===== config.mk =====
export PLATFORM = sky130hd
export DESIGN_NAME = commit_wport_arbiter_flat
export DESIGN_NICKNAME = d
export VERILOG_FILES = /design/src/rtl/commit_wport_arbiter_if.sv /design/src/rtl/commit_wport_arbiter.sv /design/src/flat_wrapper.sv
export SDC_FILE = /design/constraint.sdc
export NUM_CORES = 1
export LEC_CHECK = 0
export BUFFER_PORTS_ARGS = -buffer_cell sky130_fd_sc_hd__clkbuf_2
export CORE_MARGIN = 3
export CORE_UTILIZATION = 32
export CTS_CLUSTER_SIZE = 12
export DETAILED_ROUTE_END_ITERATION = 7
export GPL_TIMING_DRIVEN = 1
export HOLD_SLACK_MARGIN = 0.02
export PLACE_DENSITY = 0.63
export SYNTH_ARGS = -nofsm -noshare
export SYNTH_HDL_FRONTEND = slang
export SYNTH_SLANG_ARGS = --single-unit

===== constraint.sdc =====
create_clock -name clk -period 13.3 [get_ports clk]
set_input_delay 2.66 -clock clk [delete_from_list [all_inputs] [get_ports clk]]
set_output_delay 2.66 -clock clk [all_outputs]
set_load 0.01 [all_outputs]

===== src/rtl/commit_wport_arbiter_if.sv =====
// Request/write-port bundle between the commit requesters, the arbiter and the commit queue.
// master = requester and queue side, slave = arbiter.
interface commit_wport_arbiter_if #(
   parameter int NREQ   = 4,
   parameter int WPORTS = 2,
   parameter int DW     = 64
);
   logic [NREQ-1:0]      req_valid;
   logic [NREQ*DW-1:0]   req_data;
   logic [NREQ-1:0]      req_ready;
   logic [WPORTS-1:0]    wr_valid;
   logic [WPORTS*DW-1:0] wr_data;
   logic                 q_pop;

   modport master (
      output req_valid,
      output req_data,
      output q_pop,
      input  req_ready,
      input  wr_valid,
      input  wr_data
   );

   modport slave (
      input  req_valid,
      input  req_data,
      input  q_pop,
      output req_ready,
      output wr_valid,
      output wr_data
   );
endinterface


===== src/rtl/commit_wport_arbiter.sv =====
// Round-robin, credit-limited arbiter packing up to WPORTS commit requests per cycle onto queue write ports.
// Optional COMMIT_ARB_STATS_EN adds stall and per-requester grant counters.
module commit_wport_arbiter #(
   parameter int NREQ   = 4,
   parameter int WPORTS = 2,
   parameter int QLEN   = 16,
   parameter int DW     = 64,
   localparam int CW    = $clog2(QLEN) + 1,
   localparam int PW    = $clog2(NREQ)
) (
   input  logic                   clk,
   input  logic                   reset,
   commit_wport_arbiter_if.slave  bus,
   output logic [CW-1:0]          credits,
   output logic                   full
`ifdef COMMIT_ARB_STATS_EN
   ,
   output logic [31:0]            stall_cycles,
   output logic [NREQ*32-1:0]     grant_cnt
`endif
);

   localparam logic [CW-1:0] QLEN_C = CW'(QLEN);
   localparam logic [CW-1:0] WP_C   = CW'(WPORTS);
   localparam logic [CW:0]   QLEN_X = (CW+1)'(QLEN);

   logic [PW-1:0]        rr_ptr;
   logic [PW-1:0]        last_idx;
   logic [PW-1:0]        idx;
   logic [CW-1:0]        limit;
   logic [CW-1:0]        ngrant;
   logic [CW:0]          credit_sum;
   logic [CW-1:0]        credits_next;
   logic [NREQ-1:0]      grant;
   logic [WPORTS-1:0]    port_valid;
   logic [WPORTS*DW-1:0] pack_data;
   logic [WPORTS-1:0]    wr_valid_q;
   logic [WPORTS*DW-1:0] wr_data_q;

   // Grants are bounded by the registered credit count, so a pop only helps next cycle.
   always_comb begin
      limit      = (credits < WP_C) ? credits : WP_C;
      grant      = '0;
      ngrant     = '0;
      last_idx   = rr_ptr;
      idx        = '0;
      pack_data  = '0;
      for (int k = 0; k < NREQ; k++) begin
         idx = rr_ptr + PW'(k);
         if (bus.req_valid[idx] && (ngrant < limit)) begin
            grant[idx] = 1'b1;
            for (int p = 0; p < WPORTS; p++) begin
               if (ngrant == CW'(p)) begin
                  pack_data[p*DW +: DW] = bus.req_data[idx*DW +: DW];
               end
            end
            last_idx = idx;
            ngrant   = ngrant + 1'b1;
         end
      end
   end

   always_comb begin
      port_valid = '0;
      for (int p = 0; p < WPORTS; p++) begin
         port_valid[p] = (CW'(p) < ngrant);
      end
   end

   // ngrant <= credits, so the subtraction cannot underflow; only a pop at QLEN needs clamping.
   always_comb begin
      credit_sum = {1'b0, credits} - {1'b0, ngrant} + {{CW{1'b0}}, bus.q_pop};
      if (credit_sum > QLEN_X) begin
         credits_next = QLEN_C;
      end else begin
         credits_next = credit_sum[CW-1:0];
      end
   end

   always_ff @(posedge clk) begin
      if (reset) begin
         credits    <= QLEN_C;
         rr_ptr     <= '0;
         wr_valid_q <= '0;
         wr_data_q  <= '0;
      end else begin
         credits    <= credits_next;
         wr_valid_q <= port_valid;
         if (ngrant != '0) begin
            rr_ptr <= last_idx + 1'b1;
         end
         for (int p = 0; p < WPORTS; p++) begin
            if (port_valid[p]) begin
               wr_data_q[p*DW +: DW] <= pack_data[p*DW +: DW];
            end
         end
      end
   end

   assign bus.req_ready = grant;
   assign bus.wr_valid  = wr_valid_q;
   assign bus.wr_data   = wr_data_q;
   assign full          = (credits == '0);

`ifdef COMMIT_ARB_STATS_EN
   always_ff @(posedge clk) begin
      if (reset) begin
         stall_cycles <= '0;
         grant_cnt    <= '0;
      end else begin
         if ((|bus.req_valid) && (credits == '0)) begin
            stall_cycles <= stall_cycles + 32'd1;
         end
         for (int i = 0; i < NREQ; i++) begin
            if (grant[i]) begin
               grant_cnt[i*32 +: 32] <= grant_cnt[i*32 +: 32] + 32'd1;
            end
         end
      end
   end
`endif

`ifndef SYNTHESIS
   // A pop with every slot already free means the consumer and the credit count disagree.
   pop_at_full_credit: assert property (@(posedge clk) disable iff (reset)
      !(bus.q_pop && (credits == QLEN_C)));
`endif

endmodule

===== src/flat_wrapper.sv =====
// flat-port wrapper written by rule: the top's interface ports become plain ports
module commit_wport_arbiter_flat 
#(
   parameter int NREQ   = 4,
   parameter int WPORTS = 2,
   parameter int QLEN   = 16,
   parameter int DW     = 64,
   localparam int CW    = $clog2(QLEN) + 1,
   localparam int PW    = $clog2(NREQ)
)
  (clk, reset, credits, full, bus_req_valid, bus_req_data, bus_q_pop, bus_req_ready, bus_wr_valid, bus_wr_data);
  commit_wport_arbiter_if #(.NREQ(NREQ), .WPORTS(WPORTS), .DW(DW)) bus_i ();
  input  logic clk;
  input  logic reset;
  output logic [CW-1:0] credits;
  output logic full;
  input wire logic [$bits(bus_i.req_valid)-1:0] bus_req_valid;
  input wire logic [$bits(bus_i.req_data)-1:0] bus_req_data;
  input wire logic [$bits(bus_i.q_pop)-1:0] bus_q_pop;
  output wire logic [$bits(bus_i.req_ready)-1:0] bus_req_ready;
  output wire logic [$bits(bus_i.wr_valid)-1:0] bus_wr_valid;
  output wire logic [$bits(bus_i.wr_data)-1:0] bus_wr_data;
  assign bus_i.req_valid = bus_req_valid;
  assign bus_i.req_data = bus_req_data;
  assign bus_i.q_pop = bus_q_pop;
  assign bus_req_ready = bus_i.req_ready;
  assign bus_wr_valid = bus_i.wr_valid;
  assign bus_wr_data = bus_i.wr_data;
  commit_wport_arbiter #(.NREQ(NREQ), .WPORTS(WPORTS), .QLEN(QLEN), .DW(DW)) u_core (.clk(clk), .reset(reset), .bus(bus_i), .credits(credits), .full(full));
endmodule

==> impl_metrics.env, run 1 <==
export IMPL_dp_cells=2511
export IMPL_leakage_nw=6.74
export IMPL_hpwl_um=39700
export IMPL_max_slew_margin=0.237
export IMPL_clk_path_buf_depth=2
export IMPL_async_flop_share=0
export IMPL_hp_class="flip-flop to flip-flop"
export IMPL_period_share=0.771
export IMPL_endpoint_kind="output pin"
export IMPL_final_nets=2223
export IMPL_crit_required_ps=10640
export IMPL_timing_setup_tns_ps=0
export IMPL_cts_root_buffer="clkbuf_16"
export IMPL_reg2reg_slack_ps=4530
export IMPL_p_seq_frac=0.117
export IMPL_areaGrowthSynthToFinish_pct=19.4
export IMPL_hold_depth=2
export IMPL_worst_slew_pin_slew_ps=1140
export IMPL_drt_initial_drc_count=1480
export IMPL_critPathKind="primary input to output pin"
export IMPL_grt_usage=0.244
export IMPL_timing_rr_end="u_core.rr_ptr[0]"
export IMPL_switching_power_mw=3.35
export IMPL_ioPinCount=403
export IMPL_syn_inst=1712
export IMPL_clkTransAtPathRegs_ps=60
export IMPL_comb_power_share=0.795
export IMPL_hp_start="u_core.bus.wr_data[93]"
export IMPL_cts_setup_buffers=0
export IMPL_antenna_cells=0
export IMPL_vias=16211
export IMPL_rows=77
export IMPL_cts_tree="yes"
export IMPL_drive_above_1_share=0.318
export IMPL_reg2reg_from="u_core.rr_ptr[0]"
export IMPL_cp_max_fo=66
export IMPL_netlist_top_cells_area="mux4_2 21%, dfxtp_1 19%, mux2i_1 9.2%, nand2_1 6.9%, a21oi_1 6.9%"
export IMPL_syn_area_um2=14500
export IMPL_whs_endpoint="u_core.bus.wr_data[93]"
export IMPL_rr_worst_depth=19
export IMPL_vias_per_cell=6.37
export IMPL_cts_resized=0
export IMPL_placement_io_buffers=402
export IMPL_htreeDepth=4
export IMPL_synth_main_ff_cell="dfxtp_1"
export IMPL_yosys_area_top_type="mux4_2"
export IMPL_skew_ps=8.63
export IMPL_cts_sinks=137
export IMPL_drc=0
export IMPL_syn_nets=1996
export IMPL_synth_distinct_cells=50
export IMPL_fmax_mhz=97.6
export IMPL_hold_viol=0
export IMPL_ctsHoldBuffers=0
export IMPL_synth_edff_count=0
export IMPL_routed_wl_um=60600
export IMPL_nFillCells=4481
export IMPL_ys_seq_elements=137
export IMPL_gp_congestion=0.864
export IMPL_crit_arrival_ps=7590
export IMPL_setup_viol=0
export IMPL_slew_violations=0
export IMPL_ys_warnings_count=0
export IMPL_finalNonFillerCells=2544
export IMPL_power_density_nw_per_um2=343
export IMPL_core_area_um2=44400
export IMPL_status="completed"
export IMPL_rsz0062_at_grt="no"
export IMPL_peakVddDrop_mv=0.496
export IMPL_grt_pass1_vias=15869
export IMPL_grt_pass1_wl_um=91800
export IMPL_cts_buffers=17
export IMPL_wl_per_cell_um=23.8
export IMPL_synthTopCellsByCount="266 x nand2_1, 199 x a21oi_1, 160 x clkbuf_1, 137 x dfxtp_1, 133 x mux2i_1"
export IMPL_initial_utilization=0.326
export IMPL_drt_first_pass_iters=8
export IMPL_clkPwrFrac=0.087
export IMPL_final_antenna_net_count=0
export IMPL_final_util=0.389
export IMPL_grt_antenna_before_repair=1
export IMPL_clk_latency_ps=440
export IMPL_yosysMostFrequentCell="nand2_1"
export IMPL_fp_dieArea_um2=47800
export IMPL_die_h_um=219
export IMPL_p_sw_frac=0.565
export IMPL_die_w_um=219
export IMPL_critPathLaunchType="primary input"
export IMPL_p_int_mw=2.58
export IMPL_cap_violations=0
export IMPL_synth_seq_area_share=0.189
export IMPL_syn_mean_instance_area_um2=8.45
export IMPL_grt_ovfl_total=0
export IMPL_grt_start_max_net_pins=74
export IMPL_post_route_min_period_ps=10250
export IMPL_synth_top_area_frac=0.205
-- power groups by stage --
| stage | clock (mW) | combinational, mW | sequential (mW) |
|---|---|---|---|
| floorplan | 0 | 3.46 | 0.680 |
| global placement | 0 | 4.55 | 0.702 |
| detailed placement | 0 | 4.65 | 0.705 |
| CTS | 0.528 | 4.67 | 0.696 |
| global route | 0.544 | 5.12 | 0.710 |
| finish | 0.518 | 4.72 | 0.697 |
-- worst max path at each step --
stage | startpoint | end | slack, ps | depth (start not counted)
floorplan | bus_req_valid[3] | bus_req_ready[0] | 4300 | 17
global route | bus_req_valid[0] | bus_req_ready[1] | 2780 | 16
detailed placement | bus_req_valid[0] | bus_req_ready[1] | 3100 | 16
global placement | bus_req_valid[0] | bus_req_ready[1] | 3280 | 16
CTS | bus_req_valid[0] | bus_req_ready[1] | 3100 | 16
finish | bus_req_valid[0] | bus_req_ready[1] | 3050 | 16
-- cells in the final DEF (no fill, tap or decap), drive strengths merged, types with 8 or more instances in the layout --
master / synthesis / final
a21oi: 199 / 199
a22oi: 129 / 129
and2: 8 / 8
buf: 62 / 29
clkbuf: 160 / 422
dfxtp: 137 / 137
ha: 20 / 20
inv: 15 / 15
mux2i: 134 / 134
mux4: 132 / 132
nand2: 266 / 266
nand3: 65 / 65
nor2: 79 / 79
o211ai: 128 / 128
o221ai: 65 / 65
o41ai: 65 / 65
-- sequential cells by signal (all words and copies together), names as in the netlist --
name                 cells
u_core.bus.wr_data     128
u_core.credits           5
u_core.bus.wr_valid      2
u_core.rr_ptr            2
-- final cells by class --
cell class / instances / area [um2] / share of cell area
Multi-Input combinational cell: 1338 / 10900 / 0.628
Sequential cell: 137 / 2750 / 0.159
Timing Repair Buffer: 430 / 2240 / 0.130
Tap cell: 592 / 741 / 0.0429
Clock buffer: 21 / 482 / 0.0279
Clock inverter: 11 / 141 / 0.00818
Inverter: 15 / 57.6 / 0.00333
-- through the flow --
step | setup slack [ps] | instance area [um2] | power (mW) | hold slack [ps]
2_1_floorplan | 4300 | 14500 | 4.14 | 488
3_3_place_gp | 3280 | 16600 | 5.26 | 454
3_5_place_dp | 3100 | 16600 | 5.35 | 457
4_1_cts | 3100 | 17200 | 5.89 | 466
5_1_grt | 2780 | 17300 | 6.38 | 487
6_report | 3050 | 17300 | 5.93 | 468
-- per-layer routing --
metal | vias to the layer above | GRT usage | wire, um
met5 | - | 0 | 13
met4 | 2 | 0.0976 | 1940
met3 | 146 | 0.0446 | 5150
met2 | 889 | 0.419 | 29700
met1 | 7973 | 0.302 | 23800
li1 | 7201 | - | -
-- worst max-delay path: stages --
cell and delay (ps):
clkbuf_2 120, mux4_2 240, buf_4 710, and2_1 410, ha_1 360, nand2b_1 230
a211o_4 410, a211oi_4 480, nor2_2 130, ha_1 340, o21ai_0 80, and4b_1 370
and2_1 650, nand2_1 130, nand2_1 110, clkbuf_2 140
-- kinds of logic after synthesis --
logic type                 synth area share
xor gates and xnor gates            0.00648
other                              0.000259
DFF                                   0.189
AOI/OAI and AO/OA                     0.294
adders and majority gates            0.0187
buffers and inverters                0.0669
and+or+nand+nor                       0.123
muxes                                 0.301
No activity file was read; power rests on OpenSTA's default activity.
==> run 2, diff against run 1 <==
clock period = 9.7 ns   (was 13.3 ns; I/O delays follow)
==> impl_metrics.env, run 2 (synthesis results as in run 1) <==
export IMPL_grt_pass1_wl_um=92200
export IMPL_path_cells="clkbuf_2 > mux4_2 > a21boi_1 > ha_1 > nand2b_1 > a211o_4 > a211oi_4 > nor2_2 > ha_1 > o21ai_0 > and4b_1 > and2_1 > nand2_1 > nand2_1 > clkbuf_2"
export IMPL_comb_power_share=0.792
export IMPL_skew_ps=11.8
export IMPL_hold_viol=0
export IMPL_final_nets=2224
export IMPL_cp_max_fo=14
export IMPL_seq_area_um2=2750
export IMPL_dp_cells=2513
export IMPL_post_route_min_period_ps=8580
export IMPL_vias=16281
export IMPL_grt_start_max_net_pins=131
export IMPL_initial_utilization=0.326
export IMPL_critPathKind="primary input to output pin"
export IMPL_timing_setup_tns_ps=0
export IMPL_largest_reg_flops=128
export IMPL_drt_initial_drc_count=1566
export IMPL_hp_class="flip-flop to flip-flop"
export IMPL_clk_latency_ps=450
export IMPL_core_area_um2=44400
export IMPL_routed_wl_um=60700
export IMPL_die_h_um=219
export IMPL_crit_start="bus_req_valid[3]"
export IMPL_status="completed"
export IMPL_fp_dieArea_um2=47800
export IMPL_layout_commonest_cell="clkbuf_2"
export IMPL_crit_buf_inv=2
export IMPL_switching_power_mw=4.60
export IMPL_grt_pass1_vias=15934
export IMPL_final_antenna_net_count=0
export IMPL_cts_root_buffer="clkbuf_16"
export IMPL_drc=0
export IMPL_cts_sinks=137
export IMPL_wl_per_cell_um=23.9
export IMPL_period_share=0.885
export IMPL_ctsHoldBuffers=0
export IMPL_cts_buffers=17
export IMPL_drive_above_1_share=0.319
export IMPL_slew_violations=0
export IMPL_endpoint_kind="output pin"
export IMPL_rr_worst_depth=25
export IMPL_cp_endpoint="bus_req_ready[2]"
export IMPL_power_density_nw_per_um2=472
export IMPL_grt_antenna_before_repair=0
export IMPL_finalNonFillerCells=2545
export IMPL_critical_path_max_stage_delay_ps=770
export IMPL_areaGrowthSynthToFinish_pct=19.6
export IMPL_vias_per_cell=6.40
export IMPL_die_w_um=219
export IMPL_rows=77
export IMPL_antenna_cells=0
export IMPL_cts_tree="yes"
export IMPL_final_cell_mix="401 x clkbuf_2, 265 x nand2_1, 199 x a21oi_1"
export IMPL_rsz0062_at_grt="no"
export IMPL_max_slew_margin=0.254
export IMPL_timing_rr_end="u_core.credits[3]"
export IMPL_crit_family="compound AO/OA/AOI/OAI gates"
export IMPL_worst_slew_pin_slew_ps=1120
export IMPL_cpMaxStageDelayCell="a21boi_1"
export IMPL_multiInputGateArea_um2=10900
export IMPL_clkTransAtPathRegs_ps=60
export IMPL_leakage_nw=6.76
export IMPL_clkPwrFrac=0.091
export IMPL_crit_required_ps=7760
export IMPL_reg2reg_from="u_core.rr_ptr[0]"
export IMPL_cts_setup_buffers=0
export IMPL_crit_arrival_ps=6640
export IMPL_p_sw_frac=0.563
export IMPL_cap_violations=0
export IMPL_cts_resized=0
export IMPL_p_seq_frac=0.117
export IMPL_fmax_mhz=117
export IMPL_drt_first_pass_iters=5
export IMPL_hpwl_um=39700
export IMPL_htreeDepth=4
export IMPL_clk_path_buf_depth=2
export IMPL_setup_viol=0
export IMPL_nFillCells=4433
export IMPL_grt_ovfl_total=0
export IMPL_peakVddDrop_mv=0.609
export IMPL_gp_congestion=0.850
export IMPL_reg2reg_slack_ps=2010
export IMPL_placement_io_buffers=402
export IMPL_ioPinCount=403
export IMPL_grt_usage=0.244
export IMPL_p_int_mw=3.57
export IMPL_crit_cells=15
export IMPL_critPathLaunchType="primary input"
run 2: cell types whose count changed in the layout (fill, tap and decap cells not counted), sizes merged:
cell,before,now
clkinv,5,6
inv,15,14
buf,29,30
clkinvlp,3,2
bufinv,3,4
run 2: metrics by stage:
stage	utilization	hold slack (ps)	power [mW]	worst slack (ps)	area (um2)
5_1_grt	0.390	491	8.80	871	17300
3_3_place_gp	0.375	454	7.24	1390	16700
3_5_place_dp	0.375	458	7.34	1200	16700
2_1_floorplan	-	488	5.67	2070	14500
4_1_cts	0.390	468	8.11	1150	17300
6_report	0.390	464	8.17	1120	17300
run 2: layout make-up:
type / count / area share
Tap cell: 592 / 0.0428
Multi-Input combinational cell: 1338 / 0.627
Clock inverter: 11 / 0.00968
Timing Repair Buffer: 431 / 0.130
Sequential cell: 137 / 0.159
Inverter: 15 / 0.00332
Clock buffer: 21 / 0.0278
run 2: worst min path at each step:
stage | cells past startpoint | from | to
CTS | 2 | u_core.bus.wr_data[120] | u_core.bus.wr_data[120]
floorplan | 2 | u_core.bus.wr_data[100] | u_core.bus.wr_data[100]
detailed placement | 2 | u_core.bus.wr_data[108] | u_core.bus.wr_data[108]
finish | 2 | u_core.bus.wr_data[116] | u_core.bus.wr_data[116]
global placement | 2 | u_core.bus.wr_data[124] | u_core.bus.wr_data[124]
global route | 2 | u_core.bus.wr_data[112] | u_core.bus.wr_data[112]
run 2: power by group through the flow:
stage | sequential [mW] | combinational [mW] | clock [mW]
floorplan | 0.933 | 4.74 | 0
global placement | 0.962 | 6.27 | 0
detailed placement | 0.964 | 6.38 | 0
CTS | 0.952 | 6.40 | 0.758
global route | 0.973 | 7.04 | 0.782
finish | 0.956 | 6.47 | 0.745
run 2: tightest hold or removal path, cell delays in order (launching register included):
cell     delay [ps]
dfxtp_1         310
nand3_1          60
a21oi_1          50
run 2: metal layers:
layer | track usage | routed length (um) | vias up
li1 | - | - | 7186
met1 | 0.302 | 23500 | 7977
met2 | 0.416 | 29400 | 947
met3 | 0.0524 | 5620 | 171
met4 | 0.0963 | 2210 | 0
met5 | 0 | 0 | -
